**config.mk**
```make
export PLATFORM = sky130hd
export DESIGN_NAME = rc4_encrypt
export DESIGN_NICKNAME = d
export VERILOG_FILES = /design/src/rtl/rc4_pkg.sv /design/src/rtl/rc4_encrypt.sv
export SDC_FILE = /design/constraint.sdc
export NUM_CORES = 1
export LEC_CHECK = 0
export CORE_UTILIZATION = 30
export CTS_BUF_LIST = sky130_fd_sc_hd__clkbuf_8 sky130_fd_sc_hd__clkbuf_16
export DETAILED_ROUTE_END_ITERATION = 6
export PLACE_DENSITY_LB_ADDON = 0.3
export RECOVER_POWER = 100
export SLEW_MARGIN = 15
export SYNTH_ARGS = -nofsm -noshare
export SYNTH_HDL_FRONTEND = slang
export SYNTH_SLANG_ARGS = --single-unit
```
**constraint.sdc**
```tcl
create_clock -name clk -period 11.6 [get_ports clk]
set_clock_uncertainty 0.1 [all_clocks]
set_input_delay 2.32 -clock clk [delete_from_list [all_inputs] [get_ports clk]]
set_output_delay 2.32 -clock clk [all_outputs]
set_load 0.02 [all_outputs]
```
**src/rtl/rc4_pkg.sv**
```systemverilog
// Shared RC4 definitions used by the encryptor and the key-search datapath.
package rc4_pkg;

    localparam int S_DEPTH   = 256;
    localparam int KEY_BYTES = 3;

    typedef enum logic [4:0] {
        IDLE = 5'd0,
        INIT = 5'd1,
        K_RI = 5'd2,
        K_WI = 5'd3,
        K_RJ = 5'd4,
        K_WJ = 5'd5,
        K_SI = 5'd6,
        K_SJ = 5'd7,
        P_RI = 5'd8,
        P_WI = 5'd9,
        P_RJ = 5'd10,
        P_WJ = 5'd11,
        P_SI = 5'd12,
        P_SJ = 5'd13,
        P_WF = 5'd14,
        P_WC = 5'd15,
        DONE = 5'd16
    } rc4_enc_state_t;

    // Key byte (idx mod 3), byte 0 taken from the most significant end.
    function automatic logic [7:0] key_byte(input logic [23:0] key, input logic [7:0] idx);
        logic [1:0] sel;
        sel = 2'(idx % 8'(KEY_BYTES));
        case (sel)
            2'd0:    key_byte = key[23:16];
            2'd1:    key_byte = key[15:8];
            default: key_byte = key[7:0];
        endcase
    endfunction

endpackage

```
**src/rtl/rc4_encrypt.sv**
```systemverilog
// RC4 encryptor: initialises and key-schedules an external S RAM, then XORs
// the keystream with a plaintext ROM into a ciphertext RAM.
module rc4_encrypt #(
    parameter int MSG_LEN   = 32,
    parameter int KEY_BYTES = 3
) (
    input  logic        clk,
    input  logic        reset,
    input  logic        start,
    input  logic [23:0] secret_key,
    output logic [7:0]  s_addr,
    output logic [7:0]  s_wdata,
    output logic        s_wren,
    input  logic [7:0]  s_rdata,
    output logic [7:0]  p_addr,
    input  logic [7:0]  p_rdata,
    output logic [7:0]  c_addr,
    output logic [7:0]  c_wdata,
    output logic        c_wren,
    output logic        busy,
    output logic        done_flag
);
    import rc4_pkg::*;

    localparam logic [7:0] LAST_IDX = 8'(S_DEPTH - 1);
    localparam logic [8:0] LAST_K   = 9'(MSG_LEN - 1);

    rc4_enc_state_t state;
    logic [7:0]     i, j, si, sj;
    logic [8:0]     k;
    logic [23:0]    key_q;
    logic [7:0]     j_ksa, j_prga;

    assign j_ksa  = j + s_rdata + key_byte(key_q, 8'(int'(i) % KEY_BYTES));
    assign j_prga = j + s_rdata;

    always_ff @(posedge clk) begin
        if (!reset) begin
            state <= IDLE;
            i     <= '0;
            j     <= '0;
            k     <= '0;
            si    <= '0;
            sj    <= '0;
            key_q <= '0;
        end else begin
            case (state)
                IDLE: begin
                    key_q <= secret_key;
                    i     <= '0;
                    j     <= '0;
                    k     <= '0;
                    if (start) state <= INIT;
                end
                INIT: begin
                    i <= i + 8'd1;
                    if (i == LAST_IDX) begin
                        j     <= '0;
                        state <= K_RI;
                    end
                end
                K_RI: state <= K_WI;
                K_WI: state <= K_RJ;
                K_RJ: begin
                    si    <= s_rdata;
                    j     <= j_ksa;
                    state <= K_WJ;
                end
                K_WJ: state <= K_SI;
                K_SI: begin
                    sj    <= s_rdata;
                    state <= K_SJ;
                end
                K_SJ: begin
                    i <= i + 8'd1;
                    if (i == LAST_IDX) begin
                        j     <= '0;
                        state <= P_RI;
                    end else begin
                        state <= K_RI;
                    end
                end
                P_RI: begin
                    i     <= i + 8'd1;
                    state <= P_WI;
                end
                P_WI: state <= P_RJ;
                P_RJ: begin
                    si    <= s_rdata;
                    j     <= j_prga;
                    state <= P_WJ;
                end
                P_WJ: state <= P_SI;
                P_SI: begin
                    sj    <= s_rdata;
                    state <= P_SJ;
                end
                P_SJ: state <= P_WF;
                P_WF: state <= P_WC;
                P_WC: begin
                    k <= k + 9'd1;
                    if (k == LAST_K) state <= DONE;
                    else             state <= P_RI;
                end
                DONE: if (!start) state <= IDLE;
                default: state <= IDLE;
            endcase
        end
    end

    // The single S port carries the swap write in P_SJ, so the keystream
    // address s[si+sj] is presented in P_WF and held through P_WC.
    always_comb begin
        s_addr  = '0;
        s_wdata = '0;
        s_wren  = 1'b0;
        c_wdata = '0;
        c_wren  = 1'b0;
        case (state)
            INIT: begin
                s_addr  = i;
                s_wdata = i;
                s_wren  = 1'b1;
            end
            K_RI, K_WI, P_WI: s_addr = i;
            P_RI:             s_addr = i + 8'd1;
            K_RJ:             s_addr = j_ksa;
            P_RJ:             s_addr = j_prga;
            K_WJ, P_WJ:       s_addr = j;
            K_SI, P_SI: begin
                s_addr  = i;
                s_wdata = s_rdata;
                s_wren  = 1'b1;
            end
            K_SJ, P_SJ: begin
                s_addr  = j;
                s_wdata = si;
                s_wren  = 1'b1;
            end
            P_WF: s_addr = si + sj;
            P_WC: begin
                s_addr  = si + sj;
                c_wdata = s_rdata ^ p_rdata;
                c_wren  = 1'b1;
            end
            default: ;
        endcase
    end

    assign p_addr    = k[7:0];
    assign c_addr    = k[7:0];
    assign busy      = (state != IDLE) && (state != DONE);
    assign done_flag = (state == DONE);

endmodule

```
==> flow_summary.toml <==
[routing]
drtIter0Drc = 488
viasPerCell = 5.37
drc = 0
drt-total-wl_um = 19500
wl_per_cell_um = 15.7
vias = 6683
drt_pre_antenna_iters = 5
ant_nets = 0

[sta]
worst_pin_slew_ns = 2.58
rsz0062_at_grt = "true"
slew_headroom_pct = -72.3
finalHoldViolations = 0
fmax_mhz = 87.6
period_share_pct = 98.4
finalSetupTns_ns = 0
final_max_slew_viol_count = 69
worst_slack_ns = 0.187
fin_crit_ns = 11.41
setup_viol = 0

[logic_synthesis]
ys_ff_latch = 70
synth_edf_count = 0
syn_avg_cell_area_um2 = 7.55
synth_top_cell_by_area = "dfxtp_1"
synth_flop_cell = "dfxtp_1"
ys_types = 90
yosysWarnings = 0
async_flop_share_pct = 0
synthCells = 874
ys_seq_area_share_pct = 21.2
netlist_top_cells_area = "dfxtp_1 (21%), nand2_1 (7.3%), ha_1 (5.7%)"
synth_nets = 950
syn_area_um2 = 6600
synth_top_area_share_pct = 21.2

[global_route]
grt_pass1_vias = 6235
use_met3_pct = 2.73
antenna_found_initial = 0
gr-total-overflow = 0
top_usage_layer = "met2"
grt_first_pass_wirelength_um = 31700
use_met2_pct = 28.7
grtUsageTotal_pct = 17.4
met1_usage_pct = 23.1
grt_max_degree = 69

[pwr]
p_seq_share_pct = 30.5
p_sw_mw = 0.297
combPwrFrac_pct = 32.7
p_int_mw = 0.593
ir_drop_mv = 0.0778
p_leak_nw = 3.44
power_density_nw_per_um2 = 106
p_sw_share_pct = 33.4
p_clk_share_pct = 36.8

[place]
dp_hpwl_um = 14600
port_buffers = 86
pre_cts_ws_ns = -0.146
gp_congestion = 0.907

[worst_setup_path]
worstSetupEndpointType = "output pin"
required_ns = 9.18
critPathLaunchType = "flop"
critPathArrivalTime_ns = 8.99
cp_max_fo = 11
slowest_stage = "or4_4"
criticalPathCategory = "reg2out"
cpPeakStageDelay_ns = 0.56

[die]
die_w_um = 150
start_util_pct = 31.0
core-area_um2 = 21300
row_count = 53
io_pins = 87
die-area_um2 = 22600
fp.dieH_um = 150

[outcome]
violations = "capacitance limit, slew limit"
outcome = "complete, but fails checks"

[layout]
diodes = 0
drive_gt1_share_pct = 13.8
finalCoreUtilization_pct = 39.5
syn_to_final_growth_pct = 27.6
nNetsFinal = 1040

[cts]
clk_pin_slew_worst_paths_ns = 0.06
ctsHoldBuffers = 0
cts-htree-levels = 3
cts_buffer_depth = 2
clock_sinks = 70
numCtsBuffers = 9
clock_latency_ns = 0.34
cts_tree = "yes"
cts_root_buffer = "clkbuf_16"

[run]
drv_cap = 1

[min_path]
min_path_type = "reg2reg"
==> state kept, by name (all words and copies together), names as in the netlist <==
| name | count |
|---|---|
| k | 9 |
| si | 8 |
| i | 8 |
| state | 5 |
| sj | 8 |
| j | 8 |
| key_q | 24 |
==> routing by layer <==
| metal | wire length (um) | vias to the layer above |
|---|---|---|
| met3 | 905 | 25 |
| met2 | 9150 | 183 |
| li1 | - | 3353 |
| met4 | 383 | 0 |
| met5 | 0 | - |
| met1 | 9090 | 3122 |
==> cells in the final DEF, fill, tap and decap left out, types with 5 or more instances in the layout <==
master	n
ha_1	26
dlygate4sd3_1	36
clkdlybuf4s50_1	45
o21bai_1	5
and3_1	6
a211oi_2	6
a221oi_1	5
nand2_1	128
nand3_1	33
a31oi_1	11
o21ai_0	51
a211oi_1	6
nand3b_1	5
nor3b_1	6
nor2_1	60
buf_4	59
a21oi_1	39
nand2b_1	5
xor2_1	18
o21a_1	5
mux2i_1	16
or3_1	7
dfxtp_1	70
a21boi_0	49
xnor2_1	29
and2_1	9
nor3_1	16
a222oi_1	6
nand4_1	9
nor2b_1	11
inv_1	25
nor4_1	7
o211ai_1	7
a21o_1	16
clkbuf_16	9
a22oi_1	8
==> worst paths after layout <==
path,startpoint,endpoint,slack (ns),depth (start not counted)
max,i[6],s_addr[7],0.19,41
min,key_q[21],key_q[21],0.37,2
max reg2reg,i[6],j[6],2.90,40
min reg2reg,key_q[21],key_q[21],0.37,2
==> cell type report <==
type / count / area [um2]
fill: 2172 / 12900
multi-input combinational: 711 / 4930
sequential: 70 / 1400
clock inverter: 6 / 110
tap: 275 / 344
inverter: 26 / 97.6
clock buffer: 10 / 239
timing repair buffer: 146 / 1300
==> worst max-delay path: cells and delay by family (launching register included) <==
family                     cells  cell delay, ns
and+or+nand+nor               13            2.35
AOI/OAI and AO/OA             14            2.74
buffers and inverters          3            0.54
adders and majority gates      6            1.50
muxes                          2            0.61
DFF                            1            0.31
xor gates and xnor gates       3            0.58
==> power groups by stage <==
| stage | clock network [mW] | registers [mW] | logic, mW |
|---|---|---|---|
| 6_report | 0.328 | 0.272 | 0.291 |
| 5_1_grt | 0.343 | 0.274 | 0.322 |
| 4_1_cts | 0.332 | 0.272 | 0.290 |
| 3_5_place_dp | 0 | 0.277 | 0.286 |
| 3_3_place_gp | 0 | 0.277 | 0.284 |
| 2_1_floorplan | 0 | 0.272 | 0.204 |
==> stage by stage <==
stage                     std cells  cell area [um2]  total power [mW]  hold WS, ns
after floorplan                 874             6630             0.476        0.343
after global placement         1221             7870             0.562        0.358
after detailed placement       1221             7870             0.563        0.357
after CTS                      1240             8290             0.893        0.365
after global routing           1244             8420             0.939        0.392
final                          1244             8420             0.890        0.366
==> synthesized netlist by cell type (all sizes together) (7+ instances only) <==
cell,count
nand2,130
inv,24
nand4,9
nor2,63
nor4,11
xor2,18
a21boi,51
a21o,16
or3,9
a21oi,42
o21ai,55
a31oi,12
nand3,36
xnor2,32
nor2b,11
nor3b,7
buf,33
mux2i,17
ha,30
a211oi,12
o211ai,7
clkbuf,34
and2,11
nor3,18
a22oi,9
dfxtp,70
==> cells by family (layout without fill, tap and decap cells) <==
logic type,after synthesis,in the layout,share of synthesized area [%]
flops,70,70,21.2
buf+inv,93,188,7.06
mux,19,19,2.92
simple gates,338,338,25.2
compound gates,271,271,30.0
xor+xnor,50,50,6.92
fa+ha+maj,33,33,6.60
==> repair_timing <==
action / CTS / global route
setup endpoints to repair: 4 / 7
setup buffers: 3 / 4
pin swaps: 3 / 9
gates resized for setup: 13 / 25
Power figures use the tool's default switching activity.
